===== src/rtl/mem2p_pkg.sv =====
`default_nettype none
// +----------------------------------------------------------------------------+
// | mem2p_pkg : shared types and constants for the mem2p two-port RAM          |
// | Revision  : 1.0                                                            |
// +----------------------------------------------------------------------------+
package mem2p_pkg;

  typedef enum logic [0:0] {
    CLEAR = 1'b0,
    READY = 1'b1
  } mem2p_state_t;

  localparam int LANE_DEFAULT = 8;

endpackage
`default_nettype wire


===== src/rtl/mem2p_clear_fsm.sv =====
`default_nettype none
// +----------------------------------------------------------------------------+
// | mem2p_clear_fsm : post-reset clear sweep controller for mem2p              |
// | Revision        : 1.0                                                      |
// +----------------------------------------------------------------------------+
module mem2p_clear_fsm
  import mem2p_pkg::*;
#(
  parameter int DEPTH      = 16,
  parameter int ADDR_WIDTH = $clog2(DEPTH)
) (
  input  logic                  clk,
  input  logic                  rst,
  output logic                  clr_we,
  output logic [ADDR_WIDTH-1:0] clr_addr,
  output logic                  busy
);

  localparam logic [ADDR_WIDTH-1:0] LAST_ADDR = ADDR_WIDTH'(DEPTH - 1);

  mem2p_state_t          state_q, state_d;
  logic [ADDR_WIDTH-1:0] ptr_q, ptr_d;

  always_comb begin
    state_d = state_q;
    ptr_d   = ptr_q;
    if (state_q == CLEAR) begin
      if (ptr_q == LAST_ADDR) begin
        state_d = READY;
        ptr_d   = '0;
      end else begin
        ptr_d = ptr_q + 1'b1;
      end
    end
  end

  always_ff @(posedge clk) begin
    if (rst) begin
      state_q <= CLEAR;
      ptr_q   <= '0;
    end else begin
      state_q <= state_d;
      ptr_q   <= ptr_d;
    end
  end

  // The clearing write must not land on the reset edge itself.
  assign clr_we   = (state_q == CLEAR) && !rst;
  assign clr_addr = ptr_q;
  assign busy     = (state_q == CLEAR);

endmodule
`default_nettype wire


===== src/rtl/mem2p.sv =====
`default_nettype none
// +----------------------------------------------------------------------------+
// | mem2p    : two-port synchronous RAM, byte-enabled write, registered read,  |
// |            automatic zero-clear sweep after every reset                    |
// | Options  : MEM2P_BYPASS_EN selects write-first data on address collision   |
// | Revision : 1.0                                                             |
// +----------------------------------------------------------------------------+
module mem2p
  import mem2p_pkg::*;
#(
  parameter int WIDTH      = 32,
  parameter int LANE       = LANE_DEFAULT,
  parameter int DEPTH      = 16,
  parameter int ADDR_WIDTH = $clog2(DEPTH),
  parameter int NLANES     = WIDTH / LANE
) (
  input  logic                  clk,
  input  logic                  rst,
  input  logic                  wr_en,
  input  logic [ADDR_WIDTH-1:0] wr_addr,
  input  logic [WIDTH-1:0]      wr_data,
  input  logic [NLANES-1:0]     wr_be,
  input  logic                  rd_en,
  input  logic [ADDR_WIDTH-1:0] rd_addr,
  output logic [WIDTH-1:0]      rd_data,
  output logic                  rd_valid,
  output logic                  busy
);

  logic [WIDTH-1:0]      mem_q [DEPTH];
  logic [WIDTH-1:0]      rd_data_q, rd_data_d;
  logic                  rd_valid_q, rd_valid_d;

  logic                  w_clr_we;
  logic [ADDR_WIDTH-1:0] w_clr_addr;
  logic                  w_mem_we;
  logic [ADDR_WIDTH-1:0] w_mem_addr;
  logic [WIDTH-1:0]      w_mem_wdata;
  logic [NLANES-1:0]     w_mem_be;
  logic                  w_wr_in_range;
  logic                  w_rd_in_range;
  logic [WIDTH-1:0]      w_rd_word;

  mem2p_clear_fsm #(
    .DEPTH      (DEPTH),
    .ADDR_WIDTH (ADDR_WIDTH)
  ) u_clear_fsm (
    .clk      (clk),
    .rst      (rst),
    .clr_we   (w_clr_we),
    .clr_addr (w_clr_addr),
    .busy     (busy)
  );

  // Range checks only matter when DEPTH leaves unused address codes.
  if (DEPTH == (1 << ADDR_WIDTH)) begin : g_full_range
    assign w_wr_in_range = 1'b1;
    assign w_rd_in_range = 1'b1;
  end else begin : g_partial_range
    assign w_wr_in_range = (32'(wr_addr) < 32'(DEPTH));
    assign w_rd_in_range = (32'(rd_addr) < 32'(DEPTH));
  end

  always_comb begin
    w_mem_we    = wr_en && w_wr_in_range;
    w_mem_addr  = wr_addr;
    w_mem_wdata = wr_data;
    w_mem_be    = wr_be;
    if (busy) begin
      w_mem_we    = w_clr_we;
      w_mem_addr  = w_clr_addr;
      w_mem_wdata = '0;
      w_mem_be    = '1;
    end
  end

  always_ff @(posedge clk) begin
    if (w_mem_we) begin
      for (int i = 0; i < NLANES; i++) begin
        if (w_mem_be[i]) begin
          mem_q[w_mem_addr][i*LANE +: LANE] <= w_mem_wdata[i*LANE +: LANE];
        end
      end
    end
  end

  always_comb begin
    w_rd_word = w_rd_in_range ? mem_q[rd_addr] : '0;
`ifdef MEM2P_BYPASS_EN
    if (wr_en && w_wr_in_range && w_rd_in_range && (wr_addr == rd_addr)) begin
      for (int i = 0; i < NLANES; i++) begin
        if (wr_be[i]) begin
          w_rd_word[i*LANE +: LANE] = wr_data[i*LANE +: LANE];
        end
      end
    end
`endif
  end

  always_comb begin
    rd_data_d  = rd_data_q;
    rd_valid_d = 1'b0;
    if (!busy && rd_en) begin
      rd_data_d  = w_rd_word;
      rd_valid_d = 1'b1;
    end
  end

  always_ff @(posedge clk) begin
    if (rst) begin
      rd_data_q  <= '0;
      rd_valid_q <= 1'b0;
    end else begin
      rd_data_q  <= rd_data_d;
      rd_valid_q <= rd_valid_d;
    end
  end

  assign rd_data  = rd_data_q;
  assign rd_valid = rd_valid_q;

  a_no_valid_while_busy : assert property (@(posedge clk) disable iff (rst) busy |-> !rd_valid_q);

endmodule
`default_nettype wire


===== config.mk =====
export PLATFORM = sky130hd
export DESIGN_NAME = mem2p
export DESIGN_NICKNAME = d
export VERILOG_FILES = /design/src/rtl/mem2p_pkg.sv /design/src/rtl/mem2p_clear_fsm.sv /design/src/rtl/mem2p.sv
export SDC_FILE = /design/constraint.sdc
export NUM_CORES = 1
export LEC_CHECK = 0
export ABC_AREA = 1
export CORE_MARGIN = 2
export CORE_UTILIZATION = 39
export DETAILED_ROUTE_END_ITERATION = 16
export DONT_BUFFER_PORTS = 1
export HOLD_SLACK_MARGIN = 0.05
export PLACE_DENSITY = 0.63
export RECOVER_POWER = 50
export SYNTH_ARGS = -nofsm -noshare
export SYNTH_HDL_FRONTEND = slang
export SYNTH_SLANG_ARGS = --single-unit

===== constraint.sdc =====
create_clock -name clk -period 2.38 [get_ports clk]
set_input_delay 0.357 -clock clk [delete_from_list [all_inputs] [get_ports clk]]
set_output_delay 0.357 -clock clk [all_outputs]
set_load 0.01 [all_outputs]

==> out/summary.txt, run 1 <==
status: complete, no violations
Worst setup EP type: flip-flop
Crit path largest cell delay: 0.40 ns
Root Driver: clkbuf_16
Synth area leader: edfxtp_1
vias in the first global route: 15.0k
commonest cells in the netlist: 720 x nand2_1, 512 x edfxtp_1, 416 x nand3_1
first-pass GRT wire length: 89.9 mm
CTS clk-pin slew, worst paths: 0.06 ns
antenna violations before repair: 6
fill cell count: 5,239
Primary FF master, synth: edfxtp_1
largest net degree at the start of global routing: 258
count leader, synth: nand2_1
crit path launch type: flip-flop
placed cell area: 23,900 um2
Max Cap Violations: 0
Synth-to-Final Area Change: 13.9%
EDFF count, synth: 512
clk_skew: 0.0157 ns
CP cell instances: buf_4 > nand2_1 > o21a_1 > nor2_1 > nand2_1 > nor2_1 > buf_4
placed cell count: 2,813
Mapped Cells: 2,057
Initial Util: 39.3%
slowest stage cell, crit path: dfxtp_2
gpl congestion: 0.821
FMAX: 441 MHz
die width: 245 um
DRC errors left: 0
Worst Path Arrival: 2.58 ns
final wirelength: 59.6 mm
Overflow after GRT: 0
TritonCTS clock tree: built
CORE AREA: 57,600 um2
worst hold path depth: 2
WL/cell: 20.4 um
fin cells: 2,923
Final period util: 95.3%
TritonRoute pass-1 iters: 6
# clock sinks: 550
Worst-Margin Slew: 0.709 ns
M1 GR Usage: 26.4%
reg2reg start: u_clear_fsm.state_q$_SDFF_PP0_
combinational group share of total power: 4.3%
capture point of the worst reg-to-reg path: mem_q[10][10]$_DFFE_PP_
Total GRT Usage: 20.0%
Ys Warns: 0
htree depth: 2
Seq/Total Area, Yosys: 71.2%
cells on worst reg2reg path: 7
row cnt: 88
Max clock buf depth: 3
GRT met2 Usage: 32.6%
Distinct cells, synth: 29
CTS Buf Count: 57
Worst Hold Class: input port to flip-flop
Clock power frac: 43.6%
Detailed Place HPWL: 35.7 mm
Pins Over Slew Limit: 0
Critical Setup Path Class: flip-flop to flip-flop
Avg Vias per Cell: 5.15
Worst VDD drop: 0.445 mV
ys async rst share: 0%
Post-Route Utilization: 44.8%
cell area after synthesis: 22,700 um2
IO Port Bufs: 0
clk_lat worst skew: 0.61 ns
P_int: 0.0161 W
share of power burned in registers: 52.1%
R2R setup slack: 0.11 ns
RSZ-0062 raised after global routing: yes
dominant cells by area after synthesis: edfxtp_1 68%, nand2_1 12%, nand3_1 9.2%
Layout Cell Area excl Fill: 25,800 um2
final-stage net count: 2,160
Synth top area share: 67.9%
total power: 0.0203 W
Critical Path Source: u_clear_fsm.state_q$_SDFF_PP0_
CP Max Fanout: 16
GRT Max-Usage Layer: met2
Detailed Route Iter0 Violations: 1,752
GR met3 Demand/Resource: 3.97%
layout cell share with drive strength beyond 1: 10.3%
Die H: 245 um
Antenna Nets Post-Route: 0
switching power: 0.00421 W
Lkg Pwr: 10.1 nW
Yosys reg bits: 550
WHS: 0.103 ns
Final min period: 2.27 ns
Hold Vio Cnt, Final: 0
switching power share of the total: 20.8%
# setup viols final: 0
routed via count: 15.1k
Slew headroom: 52.7%
WP data required: 2.69 ns
Post-Syn Nets: 2,106
# Post-CTS Setup Buffers: 0
Avg Inst Size Synth: 11.0 um2
Die Area: 60,000 um2
PwrDens: 786 nW/um2
worst setup path end: mem_q[10][10]$_DFFE_PP_
IO Pins: 82
## stage by stage
| stage | setup slack, ns | TNS [ns] |
|---|---|---|
| detailed placement | 0.158 | 0 |
| global placement | 0.264 | 0 |
| global route | -0.0234 | -0.482 |
| floorplan | 0.529 | 0 |
| finish | 0.111 | 0 |
| CTS | 0.144 | 0 |
## cell type report
cell class / count / area [um2] / area share (%)
diodes: 2 / 5.00 / 0.0194
well taps: 765 / 957 / 3.71
clock inverters: 23 / 279 / 1.08
repair buffers: 119 / 1030 / 4.00
multi-input cells: 1303 / 5500 / 21.3
flip-flops and latches: 550 / 16100 / 62.6
clock buffers: 81 / 1580 / 6.11
inverters: 80 / 310 / 1.20
## worst min path at each step
stage          slack [ns]                                   end                            startpoint
2_1_floorplan        0.47  u_clear_fsm.clr_addr[1]$_SDFFE_PP0N_  u_clear_fsm.clr_addr[1]$_SDFFE_PP0N_
3_3_place_gp         0.45        u_clear_fsm.state_q$_SDFF_PP0_                                   rst
3_5_place_dp         0.46        u_clear_fsm.state_q$_SDFF_PP0_                                   rst
4_1_cts              0.09  u_clear_fsm.clr_addr[3]$_SDFFE_PP0N_                                   rst
5_1_grt              0.12  u_clear_fsm.clr_addr[3]$_SDFFE_PP0N_                                   rst
6_report             0.10  u_clear_fsm.clr_addr[3]$_SDFFE_PP0N_                                   rst
## timing repair
item                                   CTS  global route
hold buffers                             4             0
setup endpoints to repair                0            37
gates resized for setup                  0             0
endpoints found under the hold margin   38             0
## kinds of logic after synthesis
kind of cell	Yosys count	synth area share [%]
and+or+nand+nor	1289	23.9
DFF	550	71.2
buffers and inverters	204	4.49
AOI/OAI and AO/OA	13	0.331
adders and majority gates	1	0.0552
## metal layers
layer	routed length [um]	vias up	share of wire [%]
met5	52	-	0.087
met4	1970	8	3.3
met3	4350	122	7.3
met2	28200	563	47
met1	25000	7262	42
li1	-	7110	-
## sequential cells by signal, indices dropped and copies added (netlist names)
register	flops
rd_data	32
u_clear_fsm.state_q	1
mem_q	512
rd_valid	1
u_clear_fsm.clr_addr	4
## placed cells by master (no fill, tap or decap), types with 5 or more instances in the layout
cell         n
clkbuf_1    18
clkinv_2     9
buf_12       9
buf_4      107
nor2_1     135
clkbuf_8     6
edfxtp_1   512
inv_1       74
nand3_1    416
dfxtp_1     37
o21ai_1      5
nand2_1    720
bufinv_16    6
clkbuf_16   57
nand2_2      8
## power groups by stage
| stage | sequential (W) | clock, W | combinational (W) |
|---|---|---|---|
| after floorplan | 0.0108 | 0 | 0.000689 |
| after global placement | 0.0108 | 0 | 0.000803 |
| after detailed placement | 0.0108 | 0 | 0.000819 |
| after CTS | 0.0106 | 0.00896 | 0.000865 |
| after global routing | 0.0106 | 0.00936 | 0.000957 |
| final | 0.0106 | 0.00884 | 0.000865 |
## critical path: cells and delay by family, from the launching register on
family                 cells  cell delay (ns)
AND/OR/NAND/NOR            4             0.98
buffers and inverters      2             0.45
flip-flops                 1             0.40
AO/OA/AOI/OAI              1             0.14
Power figures use the tool's default switching activity.
==> run 2, diff against run 1 <==
--- a/config.mk
+++ b/config.mk
@@ -15,4 +15,5 @@
 export RECOVER_POWER = 50
 export SYNTH_ARGS = -nofsm -noshare
 export SYNTH_HDL_FRONTEND = slang
+export SYNTH_HIERARCHICAL = 1
 export SYNTH_SLANG_ARGS = --single-unit
==> out/summary.txt, run 2 <==
IO Port Bufs: 0
max reg flops: 512
failing checks: setup timing
Antenna Nets Post-Route: 0
Root Driver: clkbuf_16
Worst setup EP type: flip-flop
TritonCTS clock tree: built
Yosys reg bits: 550
DRC errors left: 0
Worst Path Buf+Inv: 4
Final min period: 2.39 ns
clk_skew: 0.0109 ns
Max Cap Violations: 0
# Post-CTS Setup Buffers: 0
wire length on met3: 4.81 mm
Lkg Pwr: 9.94 nW
final wirelength: 61.4 mm
most frequent cells in the layout: 687 x nand2_1, 512 x edfxtp_1, 418 x nand3_1, 169 x nor2_1, 83 x buf_4
Final period util: 101%
EDFF count, synth: 512
Detailed Place HPWL: 37.4 mm
vias in the first global route: 15.0k
ant diodes: 0
Hold Vio Cnt, Final: 0
commonest cells in the netlist: 697 x nand2_1, 512 x edfxtp_1, 418 x nand3_1
Layout Cell Area excl Fill: 25,700 um2
Synth top area share: 68.4%
Setup WS post-layout: -0.0147 ns
Initial Util: 39.6%
max layer used: met5
clk_lat worst skew: 0.60 ns
layout cell share with drive strength beyond 1: 10.2%
met1 wire length: 25.5 mm
Overflow after GRT: 0
count leader, synth: nand2_1
Largest Register: mem_q
Post-Syn Nets: 2,111
CTS Buf Count: 54
first-pass GRT wire length: 91.8 mm
antenna violations before repair: 1
Worst-Margin Slew: 1.05 ns
Avg Vias per Cell: 5.28
Ys Warns: 6
Avg Inst Size Synth: 10.9 um2
PwrDens: 782 nW/um2
Post-Route Utilization: 45.3%
CP Max Fanout: 8
critical path's most frequent cell: inv_2
commonest non-fill, non-tap cell in the layout: nand2_1
gpl congestion: 0.856
status: finished with violations
largest net degree at the start of global routing: 258
total power: 0.0201 W
slowest stage cell, crit path: dfxtp_1
WP data required: 2.69 ns
dominant cells by area after synthesis: edfxtp_1 68%, nand2_1 12%, nand3_1 9.3%
crit path launch type: flip-flop
CP cell instances: inv_2 > inv_2 > or2_1 > o21ai_1 > inv_1 > nor2_2 > nand2_1 > nor2_1 > buf_4
Primary FF master, synth: edfxtp_1
RSZ-0062 raised after global routing: yes
htree depth: 2
Seq/Total Area, Yosys: 71.8%
HP Start: rd_addr[3]
# setup viols final: 8
Die Area: 59,500 um2
final-stage net count: 2,167
placed cell area: 23,900 um2
Max clock buf depth: 3
row cnt: 87
CTS clk-pin slew, worst paths: 0.06 ns
reg2reg start: u_clear_fsm/state_q$_SDFF_PP0_
FMAX: 418 MHz
WL/cell: 21.0 um
Worst VDD drop: 0.536 mV
Worst Hold Class: input port to flip-flop
Critical Path Source: u_clear_fsm/state_q$_SDFF_PP0_
die width: 244 um
WHS: 0.0644 ns
met2 WL: 29.6 mm
ys async rst share: 0%
Worst Path Arrival: 2.70 ns
Mapped Cells: 2,062
routed via count: 15.4k
cell area after synthesis: 22,500 um2
Critical Setup Path Class: flip-flop to flip-flop
Detailed Route Iter0 Violations: 1,898
Pins Over Slew Limit: 0
Die H: 244 um
Slew headroom: 30.2%
Synth-to-Final Area Change: 14.4%
Worst path top cell family by delay: simple AND/OR/NAND/NOR gates
# clock sinks: 550
Crit path largest cell delay: 0.35 ns
CORE AREA: 56,700 um2
Synth area leader: edfxtp_1
Distinct cells, synth: 20
Total GRT Usage: 20.5%
TritonRoute pass-1 iters: 8
IO Pins: 82
## run 2: cell count changes in the layout (fill, tap and decap cells not counted), moves of 3 or more
| cell | previous run | this run |
|---|---|---|
| clkbuf_2 | 0 | 26 |
| nand2_1 | 720 | 687 |
| clkinv_1 | 3 | 9 |
| clkbuf_1 | 18 | 14 |
| buf_4 | 107 | 83 |
| clkinv_4 | 4 | 1 |
| nor2_1 | 135 | 169 |
| nor2_2 | 2 | 5 |
## run 2: what timing repair did
item	CTS	global route
gates resized for setup	1	10
endpoints found under the setup margin	24	420
hold endpoints to repair	38	0
pin swaps	0	0
hold buffers	4	0
## run 2: final cells by class
type	count	area [um2]
Clock buffer	74	1530
Clock inverter	27	255
Fill cell	5200	31000
Inverter	79	304
Multi-Input combinational cell	1310	5530
Sequential cell	550	16100
Tap cell	756	946
Timing Repair Buffer	123	997
## run 2: cell families after synthesis
| family | count (synthesis) | synth area share [%] |
|---|---|---|
| AO/OA/AOI/OAI | 14 | 0.329 |
| adder cells (fa/ha/maj) | 1 | 0.0557 |
| buffers and inverters | 202 | 3.70 |
| flip-flops | 550 | 71.8 |
| AND/OR/NAND/NOR | 1295 | 24.1 |
## run 2: path summary, 6_finish.rpt
check / endpoint / slack (ns) / cells after the start
hold / removal: rd_data[0]$_SDFFE_PP0P_ / 0.06 / 4
hold reg to reg: u_clear_fsm/clr_addr[0]$_SDFFE_PP0N_ / 0.52 / 2
setup / recovery: mem_q[1][10]$_DFFE_PP_ / -0.01 / 9
setup reg to reg: mem_q[1][10]$_DFFE_PP_ / -0.01 / 9
## run 2: tightest hold or removal path, stage by stage
cell	delay, ns
nand2_1	0.04
nand3_1	0.12
nand2_1	0.06
inv_1	0.04
## run 2: metal layers
metal | vias up | global-route usage [%]
met5 | - | 0
met4 | 2 | 5.88
met2 | 650 | 33.9
li1 | 7137 | -
met1 | 7496 | 27.6
met3 | 115 | 3.97
## run 2: per-stage QoR
step / TNS (ns) / instances / setup WS [ns]
after CTS: 0 / 2919 / 0.0484
after global routing: -23.22 / 2919 / -0.173
after detailed placement: -0.0867 / 2814 / -0.00567
after global placement: 0 / 2814 / 0.0441
final: -0.0925 / 2919 / -0.0147
after floorplan: 0 / 2062 / 0.285
## run 2: report_power, final
part / total, W / internal, W / leakage [nW] / switching (W)
combinational: 0.000913 / 0.000296 / 3.98 / 0.000617
clock: 0.00861 / 0.00502 / 0.879 / 0.00359
sequential: 0.0106 / 0.0105 / 5.08 / 0.0000309
